File: src/rtl/mm_seg_display.sv
`default_nettype none
// ============================================================================
//  Module      : mm_seg_display
//  Description : Four-digit multiplexed 7-segment driver for BCD values.
//                A strobed BCD word is held pending and is moved into the
//                display register only at the end of a full scan frame. This
//                keeps the digits of one frame consistent with each other.
//                The digit outputs are registered.
//  Revision    : 1.0 - initial release
// ----------------------------------------------------------------------------
//  Parameters
//    REFRESH_DIV   clk cycles each digit stays selected (2 .. 2^20)
//    DP_POS        digit index (0..3) whose decimal point is lit
//  Ports
//    clk           system clock
//    rst_n         asynchronous active-low reset
//    clr_i         synchronous clear of displayed and pending data
//    din_bcd_i     4-digit BCD value, [3:0] = units digit
//    din_update_i  single-cycle strobe qualifying din_bcd_i
//    an_o          digit enables, active-low, an_o[n] selects digit n
//    seg_o         segments {g,f,e,d,c,b,a}, active-low
//    dp_o          decimal point, active-low
//    frame_o       one-cycle pulse on every commit cycle
//  Build option
//    MM_DISP_LZB_EN  when defined, enables leading-zero blanking for digits
//                    above DP_POS
// ============================================================================
module mm_seg_display #(
    parameter int REFRESH_DIV = 50000,
    parameter int DP_POS      = 2
) (
    input  logic        clk,
    input  logic        rst_n,
    input  logic        clr_i,
    input  logic [15:0] din_bcd_i,
    input  logic        din_update_i,
    output logic [3:0]  an_o,
    output logic [6:0]  seg_o,
    output logic        dp_o,
    output logic        frame_o
);

    localparam int                 c_DIV_W  = $clog2(REFRESH_DIV);
    localparam logic [c_DIV_W-1:0] c_DIV_TC = c_DIV_W'(REFRESH_DIV - 1);
    localparam logic [1:0]         c_DP_IDX = 2'(DP_POS);

    logic [c_DIV_W-1:0] r_div;
    logic [1:0]         r_idx;
    logic [15:0]        r_disp;
    logic [15:0]        r_pend;
    logic               r_pend_vld;
    logic [3:0]         r_an;
    logic [6:0]         r_seg;
    logic               r_dp;

    logic               w_tc;
    logic               w_commit;
    logic [3:0]         w_nib;
    logic [6:0]         w_dec;
    logic               w_blank;
    logic [3:0]         w_an;
    logic [6:0]         w_seg;
    logic               w_dp;

    assign w_tc     = (r_div == c_DIV_TC);
    assign w_commit = w_tc && (r_idx == 2'd3);

    // Nibble select for the digit that is currently scanned
    always_comb begin
        w_nib = r_disp[3:0];
        case (r_idx)
            2'd0:    w_nib = r_disp[3:0];
            2'd1:    w_nib = r_disp[7:4];
            2'd2:    w_nib = r_disp[11:8];
            default: w_nib = r_disp[15:12];
        endcase
    end

    // Active-low BCD decode. Values that are not BCD show a dash.
    always_comb begin
        w_dec = 7'h3F;
        case (w_nib)
            4'd0:    w_dec = 7'h40;
            4'd1:    w_dec = 7'h79;
            4'd2:    w_dec = 7'h24;
            4'd3:    w_dec = 7'h30;
            4'd4:    w_dec = 7'h19;
            4'd5:    w_dec = 7'h12;
            4'd6:    w_dec = 7'h02;
            4'd7:    w_dec = 7'h78;
            4'd8:    w_dec = 7'h00;
            4'd9:    w_dec = 7'h10;
            default: w_dec = 7'h3F;
        endcase
    end

`ifdef MM_DISP_LZB_EN
    // w_lz[n] is set when digit n and every higher digit are zero
    logic [3:0] w_lz;
    always_comb begin
        w_lz[3] = (r_disp[15:12] == 4'd0);
        w_lz[2] = w_lz[3] && (r_disp[11:8] == 4'd0);
        w_lz[1] = w_lz[2] && (r_disp[7:4] == 4'd0);
        w_lz[0] = w_lz[1] && (r_disp[3:0] == 4'd0);
    end
    assign w_blank = (r_idx > c_DP_IDX) && w_lz[r_idx];
`else
    assign w_blank = 1'b0;
`endif

    always_comb begin
        w_an        = 4'hF;
        w_an[r_idx] = 1'b0;
        w_seg       = w_dec;
        if (w_blank) begin
            w_an  = 4'hF;
            w_seg = 7'h7F;
        end
        w_dp = (r_idx == c_DP_IDX) ? 1'b0 : 1'b1;
    end

    always_ff @(posedge clk or negedge rst_n) begin
        if (!rst_n) begin
            r_div      <= '0;
            r_idx      <= 2'd0;
            r_disp     <= 16'h0000;
            r_pend     <= 16'h0000;
            r_pend_vld <= 1'b0;
            r_an       <= 4'hF;
            r_seg      <= 7'h7F;
            r_dp       <= 1'b1;
        end else if (clr_i) begin
            // Clear wins over a coincident strobe, which is dropped
            r_div      <= '0;
            r_idx      <= 2'd0;
            r_disp     <= 16'h0000;
            r_pend     <= 16'h0000;
            r_pend_vld <= 1'b0;
            r_an       <= 4'hF;
            r_seg      <= 7'h7F;
            r_dp       <= 1'b1;
        end else begin
            if (w_tc) begin
                r_div <= '0;
                r_idx <= r_idx + 2'd1;
            end else begin
                r_div <= r_div + c_DIV_W'(1);
            end

            if (w_commit && r_pend_vld) begin
                r_disp <= r_pend;
            end

            // A strobe on the commit cycle refills pending after the old
            // value has been committed, so it shows on the following frame.
            if (din_update_i) begin
                r_pend     <= din_bcd_i;
                r_pend_vld <= 1'b1;
            end else if (w_commit) begin
                r_pend_vld <= 1'b0;
            end

            r_an  <= w_an;
            r_seg <= w_seg;
            r_dp  <= w_dp;
        end
    end

    assign an_o    = r_an;
    assign seg_o   = r_seg;
    assign dp_o    = r_dp;
    assign frame_o = w_commit;

endmodule
`default_nettype wire

File: config.mk
export PLATFORM = sky130hd
export DESIGN_NAME = mm_seg_display
export DESIGN_NICKNAME = d
export VERILOG_FILES = /design/src/rtl/mm_seg_display.sv
export SDC_FILE = /design/constraint.sdc
export NUM_CORES = 1
export LEC_CHECK = 0
export ABC_CLOCK_PERIOD_IN_PS = 2420
export BUFFER_PORTS_ARGS = -buffer_cell sky130_fd_sc_hd__buf_2
export CAP_MARGIN = 20
export CORE_MARGIN = 2
export CORE_UTILIZATION = 55
export CTS_CLUSTER_SIZE = 28
export DETAILED_ROUTE_END_ITERATION = 10
export HOLD_SLACK_MARGIN = 0.02
export PLACE_DENSITY = 0.82
export SLEW_MARGIN = 40
export SYNTH_ARGS = -nofsm -noshare
export SYNTH_HDL_FRONTEND = slang
export SYNTH_SLANG_ARGS = --single-unit
File: constraint.sdc
create_clock -name clk -period 2.42 [get_ports clk]
set_input_delay 0.363 -clock clk [delete_from_list [all_inputs] [get_ports clk]]
set_output_delay 0.363 -clock clk [all_outputs]
set_load 0.05 [all_outputs]
==> impl_metrics.yaml <==
cells_and_area:
  fillCellCount: 411
  final_cells: 395
  area.sequential_um2: 1567
  syn2layout_area_growth_pct: 15.53
  drive_gt1_share_pct: 24.31
  nets: 349
  diodes: 0
  multi_input_area_um2: 1275
  final_util_pct: 66.46
status:
  status: "finished, final reports clean"
clock_network:
  clk_latency_ps: 340
  hold_buffers: 0
  cts_tree: "built"
  clock_sinks: 62
  htreeDepth: 3
  path_clk_slew_ps: 70
  cts_buffer_depth: 2
  root_buffer: "clkbuf_8"
  cts_buffers: 9
detailed_routing:
  post-route-drc-count: 0
  drt_first_iter_violations: 192
  dr_total_vias: 2342
  routed_via_density: 5.929
  drt-total-wl_um: 6250
  firstDrtPassIters: 5
  wl_per_cell_um: 15.82
  detail-route-antenna-nets: 0
timing:
  period_share_pct: 99.21
  worst_slack_ps: 19.23
  skew_ps: 6.364
  tightest_slew_ps: 652.4
  setup_viol: 0
  fmax_mhz: 416.5
  finalMaxSlewViolations: 0
  layout_min_cycle_time_ps: 2401
  report.final.hold_viol_count: 0
  relSlewSlack_pct: 55.26
setup_path:
  startpoint_type: "flip-flop"
  required_ps: 2060
  path_max_fanout: 4
  critPathKind: "reg -> out"
  reg2regPathDepth: 6
  end_kind: "primary output"
  arrival_ps: 2040
synth:
  syn_area_per_cell_um2: 10.34
  synth_flop_cell: "dfrtp_1"
  ys_warn_count: 0
  synth.distinct_cells: 41
  synthCells: 286
  async_flop_share_pct: 100.0
  ys_ff_latch: 62
  ys_seq_area_share_pct: 52.94
  syn-cell-area_um2: 2957
  synth_edf_count: 0
  syn-num-nets: 315
placed_design:
  dpl_worst_slack_ps: 147.0
  dp_hpwl_um: 3991
  portBuffers: 32
  dp_cells: 377
  gp_congestion: 0.8357
power:
  powerDensity_nw_per_um2: 621.2
  seq_power_share_pct: 51.0
  p_clk_share_pct: 43.0
  fin_total_pwr_mw: 2.122
  vdd_ir_drop_max_uv: 374.7
  intPower_mw: 1.609
  switchingPower_uw: 513.3
  p_leak_nw: 1.500
  switching_share_pct: 24.19
  p_comb_share_pct: 6.0
floorplan:
  die_area_um2: 5978
  core-area_um2: 5140
  die_width_um: 77.32
  rows: 26
  boundaryPins: 33
  die_y_um: 77.32
  initial_core_util_pct: 57.52
job:
  drv_cap: 0
global_routing:
  grt_antenna_before_repair: 0
  grt_max_degree: 40
  grt_pass1_vias: 2116
  grt_usage_pct: 22.61
  grt_overflow: 0
  grt_first_pass_wirelength_um: 10380
worst_hold_path:
  hold_path.class: "in -> async"
[through the flow]
step                setup TNS (ps)  area, um2  hold WS (ps)
global placement                 0       3177         404.3
floorplan                        0       2959         67.41
detailed placement               0       3177         408.0
finish                           0       3416         30.20
global route              -0.06839       3416         67.28
CTS                              0       3398         44.59
[routing by layer]
layer / part of all wire [%] / routed length, um / vias to the layer above / global-route usage (%)
li1: - / - / 1089 / -
met1: 46 / 2899 / 1141 / 32.65
met2: 46 / 2858 / 102 / 32.52
met3: 6.2 / 389 / 10 / 5.647
met4: 1.6 / 103 / 0 / 9.643
met5: 0 / 0 / - / 0
[path summary, 6_finish.rpt]
check / slack (ps) / from / end
setup / recovery: 20 / r_div[4]$_DFF_PN0_ / frame_o
setup reg to reg: 190 / r_idx[0]$_DFFE_PN0P_ / seg_o[2]$_DFF_PN1_
hold / removal: 30 / rst_n / r_div[6]$_DFF_PN0_
min in group clk: 260 / din_bcd_i[15] / r_pend[15]$_DFFE_PN0P_
hold reg to reg: 460 / r_div[0]$_DFF_PN0_ / r_div[0]$_DFF_PN0_
max in group asynchronous: 1720 / rst_n / an_o[3]$_DFF_PN1_
[synth_stat cells, types with 2 or more instances]
cell	n	share of area [%]
a211oi_1	2	0.51
a21oi_1	24	4.1
a222oi_1	4	1.4
and2_1	3	0.63
and3_1	4	0.85
buf_1	2	0.25
buf_4	2	0.51
buf_6	2	0.76
clkbuf_1	10	1.3
dfrtp_1	51	43
dfstp_2	11	9.8
ha_1	9	3.8
inv_1	12	1.5
mux2i_1	21	7.1
nand2_1	12	1.5
nand3_1	5	0.85
nand4_1	19	4.0
nor2_1	32	4.1
nor3_1	2	0.34
o211ai_1	2	0.51
o21ai_0	21	3.6
o21ai_1	5	0.85
or2_2	2	0.42
or3_1	3	0.63
or4_4	2	0.76
xnor2_1	5	1.5
xor2_1	5	1.5
[cells in the final DEF (no fill, tap or decap), types with 2 or more instances in the layout]
master,netlist,routed
o21ai_1,5,5
nand3_1,5,4
or4_4,2,2
buf_2,1,31
or3_1,3,3
mux2i_1,21,19
and3_1,4,4
a222oi_1,4,4
a21oi_1,24,24
dfstp_2,11,11
o21ai_0,21,21
o211ai_1,2,2
dfrtp_1,51,50
mux2i_2,0,2
nor3_1,2,2
inv_1,12,12
clkbuf_8,0,10
clkinv_2,0,3
or2_2,2,2
ha_1,9,9
and2_1,3,3
nand2_1,12,12
buf_4,2,7
nand4_1,19,19
xnor2_1,5,5
xor2_1,5,5
nor2_1,32,31
a211oi_1,2,2
[repair_timing]
item                       4_1_cts  5_1_grt
buffers inserted                 2        0
pin swaps                        1        0
setup endpoints to repair        1        3
gates resized for setup          3        4
[sequential cells by signal, indices dropped and copies added (netlist names)]
signal / count
an_o: 4
r_disp: 16
r_idx: 2
r_div: 16
r_pend: 16
seg_o: 7
r_pend_vld: 1
[cells by family (layout without fill, tap and decap cells)]
| logic type | count (synthesis) | in the layout | share of synthesized area, % |
|---|---|---|---|
| compound gates | 61 | 61 | 11.64 |
| xor+xnor | 10 | 10 | 2.962 |
| fa+ha+maj | 9 | 9 | 3.809 |
| buf+inv | 30 | 69 | 4.612 |
| flops | 62 | 62 | 52.94 |
| mux | 22 | 22 | 7.490 |
| simple gates | 92 | 92 | 16.55 |
[cell type report]
class | count | share of cell area [%]
inverter | 13 | 1.429
multi-input combinational | 194 | 37.33
timing repair buffer | 40 | 6.996
clock buffer | 10 | 4.029
clock inverter | 6 | 1.795
tap | 70 | 2.564
sequential | 62 | 45.86
[critical path: stages (launching register included)]
cell,delay (ps)
dfrtp_1,390
or4_4,550
or4_4,480
nor2_4,110
buf_6,160
[power by group through the flow]
| stage | logic [mW] | registers [mW] | clock network [mW] |
|---|---|---|---|
| 2_1_floorplan | 0.0524 | 1.12 | 0 |
| 3_3_place_gp | 0.126 | 1.10 | 0 |
| 3_5_place_dp | 0.129 | 1.10 | 0 |
| 4_1_cts | 0.130 | 1.08 | 0.923 |
| 5_1_grt | 0.142 | 1.08 | 0.972 |
| 6_report | 0.128 | 1.08 | 0.912 |
Power figures use the tool's default switching activity.
